`src/rtl/rgb_fade_sequencer_if.sv`:
```
// Preset-load handshake between a configuration master and the RGB fade sequencer.
// The master holds load_valid until load_ready is seen on the same edge.
interface rgb_fade_sequencer_if;
    logic        load_valid;
    logic        load_ready;
    logic [1:0]  load_idx;
    logic [23:0] load_rgb;

    modport master (output load_valid, load_idx, load_rgb, input load_ready);
    modport slave  (input load_valid, load_idx, load_rgb, output load_ready);
endinterface

```
`src/rtl/rgb_fade_sequencer.sv`:
```
// Four-preset RGB sequencer: holds each preset for HOLD_TICKS ticks, then fades
// linearly (one LSB per channel per tick) to the next preset, cycling 0->1->2->3->0.
module rgb_fade_sequencer #(
    parameter int unsigned PRESCALE   = 256,
    parameter int unsigned HOLD_TICKS = 64
) (
    input  logic                 clk,
    input  logic                 reset,
    input  logic                 run,
    rgb_fade_sequencer_if.slave  load,
    output logic [7:0]           duty0,
    output logic [7:0]           duty1,
    output logic [7:0]           duty2,
    output logic [1:0]           cur_idx,
    output logic                 seg_done,
    output logic                 busy
);

    typedef enum logic [1:0] {IDLE, HOLD, FADE} state_e;

    localparam logic [15:0] PRESC_LAST = 16'(PRESCALE - 1);
    localparam logic [15:0] HOLD_LAST  = 16'(HOLD_TICKS - 1);

    state_e      state_q;
    logic [23:0] preset_q [4];
    logic [23:0] target_q;
    logic [15:0] presc_q;
    logic [15:0] hold_q;
    logic [7:0]  duty0_q, duty1_q, duty2_q;
    logic [7:0]  duty0_d, duty1_d, duty2_d;
    logic [1:0]  cur_idx_q;
    logic        seg_done_q;
    logic        busy_q;
    logic        load_ready_q;
    logic        tick;
    logic        match;

    function automatic logic [7:0] step8(input logic [7:0] cur, input logic [7:0] tgt);
        if (cur < tgt)      return cur + 8'd1;
        else if (cur > tgt) return cur - 8'd1;
        else                return cur;
    endfunction

    always_comb begin
        tick    = (presc_q == PRESC_LAST);
        match   = ({duty0_q, duty1_q, duty2_q} == target_q);
        duty0_d = step8(duty0_q, target_q[23:16]);
        duty1_d = step8(duty1_q, target_q[15:8]);
        duty2_d = step8(duty2_q, target_q[7:0]);
    end

    // Preset reads below see the pre-edge array, so a write on a sampling edge lands afterwards.
    always_ff @(posedge clk) begin
        if (reset) begin
            state_q      <= IDLE;
            preset_q     <= '{default: '0};
            target_q     <= '0;
            presc_q      <= '0;
            hold_q       <= '0;
            duty0_q      <= '0;
            duty1_q      <= '0;
            duty2_q      <= '0;
            cur_idx_q    <= '0;
            seg_done_q   <= 1'b0;
            busy_q       <= 1'b0;
            load_ready_q <= 1'b1;
        end else begin
            seg_done_q <= 1'b0;
            if (load.load_valid && load_ready_q) begin
                preset_q[load.load_idx] <= load.load_rgb;
            end

            case (state_q)
                IDLE: begin
                    if (run) begin
                        state_q                     <= HOLD;
                        {duty0_q, duty1_q, duty2_q} <= preset_q[cur_idx_q];
                        hold_q                      <= '0;
                        presc_q                     <= '0;
                        busy_q                      <= 1'b1;
                        load_ready_q                <= 1'b1;
                    end
                end

                HOLD: begin
                    if (!run) begin
                        state_q      <= IDLE;
                        presc_q      <= '0;
                        hold_q       <= '0;
                        busy_q       <= 1'b0;
                        load_ready_q <= 1'b1;
                    end else if (tick) begin
                        presc_q <= '0;
                        hold_q  <= hold_q + 16'd1;
                        if (hold_q == HOLD_LAST) begin
                            state_q      <= FADE;
                            target_q     <= preset_q[cur_idx_q + 2'd1];
                            load_ready_q <= 1'b0;
                        end
                    end else begin
                        presc_q <= presc_q + 16'd1;
                    end
                end

                FADE: begin
                    if (!run) begin
                        state_q      <= IDLE;
                        presc_q      <= '0;
                        hold_q       <= '0;
                        busy_q       <= 1'b0;
                        load_ready_q <= 1'b1;
                    end else if (match) begin
                        state_q      <= HOLD;
                        cur_idx_q    <= cur_idx_q + 2'd1;
                        seg_done_q   <= 1'b1;
                        hold_q       <= '0;
                        presc_q      <= '0;
                        load_ready_q <= 1'b1;
                    end else if (tick) begin
                        duty0_q <= duty0_d;
                        duty1_q <= duty1_d;
                        duty2_q <= duty2_d;
                        presc_q <= '0;
                    end else begin
                        presc_q <= presc_q + 16'd1;
                    end
                end

                default: state_q <= IDLE;
            endcase
        end
    end

    assign load.load_ready = load_ready_q;
    assign duty0           = duty0_q;
    assign duty1           = duty1_q;
    assign duty2           = duty2_q;
    assign cur_idx         = cur_idx_q;
    assign seg_done        = seg_done_q;
    assign busy            = busy_q;

endmodule

```
`src/flat_wrapper.sv`:
```
// flat-port wrapper written by rule: the top's interface ports become plain ports
module rgb_fade_sequencer_flat 
#(
    parameter int unsigned PRESCALE   = 256,
    parameter int unsigned HOLD_TICKS = 64
)
  (clk, reset, run, duty0, duty1, duty2, cur_idx, seg_done, busy, load_load_valid, load_load_idx, load_load_rgb, load_load_ready);
  rgb_fade_sequencer_if load_i ();
  input  logic clk;
  input  logic reset;
  input  logic run;
  output logic [7:0] duty0;
  output logic [7:0] duty1;
  output logic [7:0] duty2;
  output logic [1:0] cur_idx;
  output logic seg_done;
  output logic busy;
  input wire logic [$bits(load_i.load_valid)-1:0] load_load_valid;
  input wire logic [$bits(load_i.load_idx)-1:0] load_load_idx;
  input wire logic [$bits(load_i.load_rgb)-1:0] load_load_rgb;
  output wire logic [$bits(load_i.load_ready)-1:0] load_load_ready;
  assign load_i.load_valid = load_load_valid;
  assign load_i.load_idx = load_load_idx;
  assign load_i.load_rgb = load_load_rgb;
  assign load_load_ready = load_i.load_ready;
  rgb_fade_sequencer #(.PRESCALE(PRESCALE), .HOLD_TICKS(HOLD_TICKS)) u_core (.clk(clk), .reset(reset), .run(run), .load(load_i), .duty0(duty0), .duty1(duty1), .duty2(duty2), .cur_idx(cur_idx), .seg_done(seg_done), .busy(busy));
endmodule
```
`config.mk`:
```
export PLATFORM = sky130hd
export DESIGN_NAME = rgb_fade_sequencer_flat
export DESIGN_NICKNAME = d
export VERILOG_FILES = /design/src/rtl/rgb_fade_sequencer_if.sv /design/src/rtl/rgb_fade_sequencer.sv /design/src/flat_wrapper.sv
export SDC_FILE = /design/constraint.sdc
export NUM_CORES = 1
export LEC_CHECK = 0
export BUFFER_PORTS_ARGS = -buffer_cell sky130_fd_sc_hd__buf_2
export CAP_MARGIN = 20
export CORE_ASPECT_RATIO = 1.2
export CORE_MARGIN = 2
export CORE_UTILIZATION = 35
export DETAILED_ROUTE_END_ITERATION = 10
export RECOVER_POWER = 25
export SLEW_MARGIN = 25
export SYNTH_ARGS = -nofsm -noshare
export SYNTH_HDL_FRONTEND = slang
export SYNTH_SLANG_ARGS = --single-unit
```
`constraint.sdc`:
```
create_clock -name clk -period 6.4 [get_ports clk]
set_input_delay 0.96 -clock clk [delete_from_list [all_inputs] [get_ports clk]]
set_output_delay 0.96 -clock clk [all_outputs]
set_load 0.005 [all_outputs]
```
# == After elaboration in Yosys (flattened, before gate mapping) ==
# Cells that the tools add are included.
# W data, S select, Z words.
# totals
word_cells,131
register_bits,183
in_bits,30
out_inout_bits,29
# op_classes
bitwise,5
n_lt_le_gt_ge,10
n_reduce_logical,18
n_mux,58
eq_ne,16
n_addsub,9
# op_table
op,count
$mux W16,9
$mux W8,18
$mux W24,5
$bmux W24 S2,2
$bwmux W96,1
$pmux W16 S3,2
$demux W24 S2,1
$pmux W8 S2,3
$add A16 B1 Y16 const B,2
$add A8 B1 Y8 const B,3
$eq A24 B24 Y1,1
$gt A8 B8 Y1,3
$lt A8 B8 Y1,3
$sub A8 B1 Y8 const B,3
$reduce_and A6 Y1,3
$eq A16 B6 Y1 const B,1
$eq A16 B8 Y1 const B,1
$mux W2,6
$reduce_and A4 Y1,3
$ge A3 B3 Y1 const B,3
$ne A3 B1 Y1 const B,3
$ne A3 B2 Y1 const B,3
$not A2 Y3,3
$mux W1,8
19 further kinds,26

# == Logic depth before layout (Yosys ltp) ==
# depth
word_depth,7
mapped_depth,13

# == Worst setup path before layout ==
# Ideal clock, no wire load.
# synth_timing
path_kind,register to register
from,"register u_core.duty0_q[1], in the netlist u_core.duty0[1]"
to,"register u_core.duty0_q[6], in the netlist u_core.duty0[6]"
n_path_buf,0
period_less_slack_ns,2.869
stages_incl_launch_ff,13
t_arrival_ns,2.778
slack_ns,3.531
required_ns,6.309
cell_sequence,dfxtp_1 ha_1 nor2b_1 o211ai_1 a21oi_1 or2_2 fa_1 a211oi_1 o21bai_1 a21oi_1 xnor2_1 nand2_1 a311oi_1
# synth_between
elab_chain_cells,7
elab_cells_between_ends,14
cone_classes,add/sub (2); order compare (2); eq/ne (3); mux (6); reduce/logical (1)
# synth_lines
item,line_no,source
from (decl),rgb_fade_sequencer.sv:29,"logic [7:0] duty0_q, duty1_q, duty2_q;"
from (signal assigned),rgb_fade_sequencer.sv:77,"{duty0_q, duty1_q, duty2_q} <= preset_q[cur_idx_q];"
from (signal assigned),rgb_fade_sequencer.sv:120,duty0_q <= duty0_d;
$sub A8 B1 Y8,rgb_fade_sequencer.sv:40,else if (cur > tgt) return cur - 8'd1;
$mux W8,rgb_fade_sequencer.sv:40,
$mux W8,rgb_fade_sequencer.sv:39,if (cur < tgt) return cur + 8'd1;
$mux W8,rgb_fade_sequencer.sv:119,end else if (tick) begin
$mux W8,rgb_fade_sequencer.sv:112,end else if (match) begin
$mux W8,rgb_fade_sequencer.sv:106,if (!run) begin
$pmux W8 S2,rgb_fade_sequencer.sv:73,case (state_q)
# Parallel ways exist; a longest one is shown, timed or not. The select of a mux whose other input is x is not followed.
# A chain may end at the register's enable or synchronous reset.

# == Worst setup path after layout ==
# layout_timing
from,"register u_core.duty1_q[5], in the netlist u_core.duty1[5]"
to,"register u_core.duty1_q[6], in the netlist u_core.duty1[6]"
# layout_between
elab_chain_cells,7
elab_cells_between_ends,14
cone_classes,add/sub (2); order compare (2); eq/ne (3); mux (6); reduce/logical (1)
# layout_lines
item,line_no,source
from (decl),rgb_fade_sequencer.sv:29,
from (signal assigned),rgb_fade_sequencer.sv:77,
from (signal assigned),rgb_fade_sequencer.sv:121,duty1_q <= duty1_d;
$sub A8 B1 Y8,rgb_fade_sequencer.sv:40,
$mux W8,rgb_fade_sequencer.sv:40,
$mux W8,rgb_fade_sequencer.sv:39,
$mux W8,rgb_fade_sequencer.sv:119,
$mux W8,rgb_fade_sequencer.sv:112,
$mux W8,rgb_fade_sequencer.sv:106,
$pmux W8 S2,rgb_fade_sequencer.sv:73,
# Parallel ways exist; a longest one is shown, timed or not. The select of a mux whose other input is x is not followed.

==> flow_metrics.tcl <==
set metrics [dict create \
    final_common_cell "nand2_1" \
    status "finished, final reports clean" \
    yosys-top-cells-area "dfxtp_1 (37%), mux4_2 (11%), nand2_1 (9.4%), a21oi_1 (7.4%), ha_1 (6.7%)" \
    slowest_delay_ns 0.53 \
    ios 59 \
    nets 1231 \
    cp_max_fo 9 \
    postSynthNetCount 1205 \
    drc 0 \
    cts_buffers 17 \
    clk_pin_slew_ns 0.07 \
    p_sw_share_pct 29.2 \
    clock_sinks 183 \
    h-tree-depth 4 \
    internal_power_w 0.00197 \
    regArea_mm2 0.00367 \
    routed_wl_mm 25.3 \
    async_flop_share_pct 0 \
    tightest_slew_ns 1.20 \
    num-fill-cells 2802 \
    cts.repair_timing.setup_buffer_count 0 \
    crit_family "compound AO/OA/AOI/OAI gates" \
    ir_drop_mv 0.129 \
    fmax_mhz 303 \
    grt_overflow_total 0 \
    finalHoldViolations 0 \
    cp_num_buf_inv 0 \
    cts_tree "yes" \
    startpoint_type "flip-flop" \
    end_kind "flip-flop" \
    via_per_inst 5.25 \
    clk_latency_ns 0.43 \
    post_cts_resized 0 \
    fin_setup_tns_ns 0 \
    slew_viol_final 0 \
    yosysSeqAreaShare_pct 37.5 \
    skew_ns 0.00996 \
    grt_setup_unrepaired "no" \
    grt_first_pass_wirelength_mm 41.2 \
    die_h_um 187 \
    dp_hpwl_mm 17.5 \
    drtIter0Drc 492 \
    crit_top_cell "a211oi_1" \
    mostFrequentLayoutCells "nand2_1 (246), dfxtp_1 (181), a21oi_1 (143)" \
    gr-usage-all-layers_pct 17.6 \
    clkPwrFrac_pct 36.8 \
    antenna_cells 0 \
    maxCapViolCount 0 \
    cp_slowest_cell "fa_1" \
    multi_input_area_mm2 0.00574 \
    pwr-share-comb_pct 19.7 \
    ctsLongestPathBuffers 2 \
    fin_crit_sh_pct 51.6 \
    ys_ff_latch 183 \
    fp-row-count 67 \
    die_x_um 157 \
    hp-class "flip-flop to flip-flop" \
    drt_first_pass_iters 5 \
    fp.dieArea_mm2 0.0293 \
    path_cells "ha_1 -> a211oi_1 -> nor2_1 -> nor2_1 -> nand2_1 -> fa_1 -> a211oi_1 -> o21bai_1 -> a21oi_1 -> xnor2_1 -> mux2i_1 -> a211oi_1" \
    synth_edf_count 0 \
    yosys.area.top_type "dfxtp_1" \
    antenna_found_initial 2 \
    synth_flop_cell "dfxtp_1" \
    antenna_left 0 \
    fin_crit_ns 3.30 \
    wire_per_inst_um 16.4 \
    ys_warn_count 0 \
    grt_pass1_vias 7929 \
    syn_inst 1120 \
    cellLeakagePower_nw 3.81 \
    power-per-cell-area_mw_per_mm2 255 \
    grt_max_degree 80 \
    core_area_mm2 0.0277 \
    synth_top_area_share_pct 37.5 \
    initial_core_util_pct 35.2 \
    drive_gt1_share_pct 12.5 \
    ys_types 60 \
    critPathKind "flip-flop to flip-flop" \
    crit_required_ns 6.74 \
    syn2layout_area_growth_pct 11.9 \
    port_buffers 58 \
    netlist_area_mm2 0.00978 \
    max_slew_margin_pct 19.8 \
    gp_congestion 0.831 \
    stdcell_count 1538 \
    cts_root_buf "clkbuf_16" \
    cts_hold_buf 0 \
    place_inst 1506 \
    p_sw_w 0.000816 \
    route.vias.total 8076 \
    final-setup-viol-count 0 \
    arrival_ns 3.65 \
    power_frac_seq_pct 43.5 \
    syn_area_per_cell_um2 8.73 \
]
## routing by layer
| metal | global-route usage [%] | up-vias | share of wire, % |
|---|---|---|---|
| met1 | 22.6 | 3875 | 44 |
| met3 | 3.50 | 41 | 4.0 |
| li1 | - | 4012 | - |
| met4 | 6.28 | 4 | 2.2 |
| met2 | 29.4 | 144 | 49 |
| met5 | 0 | - | 0.095 |
## final cells by class
class	instances	area share [%]
inverters	42	1.44
flip-flops and latches	183	33.5
multi-input cells	834	52.4
clock inverters	12	1.14
repair buffers	68	3.14
well taps	379	4.33
clock buffers	20	3.99
## synthesized netlist by cell type (all sizes together) (8+ instances only)
| library cell | number |
|---|---|
| o21ai | 28 |
| or4 | 8 |
| clkbuf | 51 |
| inv | 41 |
| ha | 52 |
| nand4 | 22 |
| a211oi | 10 |
| nand2 | 246 |
| nor2 | 82 |
| dfxtp | 183 |
| a21oi | 145 |
| nor3 | 12 |
| mux2i | 31 |
| buf | 10 |
| a311oi | 10 |
| nand3 | 22 |
| a21o | 12 |
| o211ai | 10 |
| xnor2 | 15 |
| xor2 | 16 |
| mux4 | 48 |
## worst register-to-register path: cells and delay by family, from the launching register on
| kind | cells | cell delay [ns] |
|---|---|---|
| AOI/OAI and AO/OA | 5 | 1.11 |
| xor gates and xnor gates | 1 | 0.15 |
| adders and majority gates | 2 | 0.81 |
| DFF | 1 | 0.44 |
| muxes | 1 | 0.10 |
| and+or+nand+nor | 3 | 0.61 |
## kinds of logic after synthesis
logic type,Yosys count,share of synthesized area (%)
buf+inv,103,4.16
xor+xnor,33,3.24
mux,79,14.2
simple gates,421,18.4
fa+ha+maj,55,7.27
compound gates,246,15.2
flops,183,37.5
## final timing paths
kind | startpoint | to | slack (ns) | depth (start not counted)
max | u_core.duty1[5] | u_core.duty1[6] | 3.10 | 12
min reg2reg | u_core.preset_q[19] | u_core.preset_q[19] | 0.47 | 2
min | u_core.preset_q[19] | u_core.preset_q[19] | 0.47 | 2
max reg2reg | u_core.duty1[5] | u_core.duty1[6] | 3.10 | 12
## sequential cells by signal, indices dropped and copies added (netlist names)
register and cells:
u_core.duty2 8, u_core.preset_q 96, u_core.cur_idx 2, u_core.duty1 8, u_core.busy 1, u_core.state_q 2
u_core.target_q 24, u_core.hold_q 16, u_core.load.load_ready 1, u_core.seg_done 1, u_core.duty0 8, u_core.presc_q 16
## metrics by stage
step	utilization (%)	cell area, um^2	total power [W]	hold WS (ns)	setup slack (ns)
2_1_floorplan	-	9780	0.00164	0.443	3.53
3_3_place_gp	37.5	10400	0.00178	0.452	3.03
3_5_place_dp	37.5	10400	0.00179	0.456	2.93
4_1_cts	39.5	11000	0.00282	0.465	3.08
5_1_grt	39.4	10900	0.00294	0.490	2.72
6_report	39.4	10900	0.00279	0.466	3.10
## power groups by stage
stage | sequential [W] | combinational [W] | clock (W)
floorplan | 0.00123 | 0.000412 | 0
global route | 0.00122 | 0.000621 | 0.00110
global placement | 0.00124 | 0.000542 | 0
CTS | 0.00121 | 0.000554 | 0.00105
finish | 0.00121 | 0.000549 | 0.00103
detailed placement | 0.00124 | 0.000549 | 0
(Power assumes the default switching activity.)
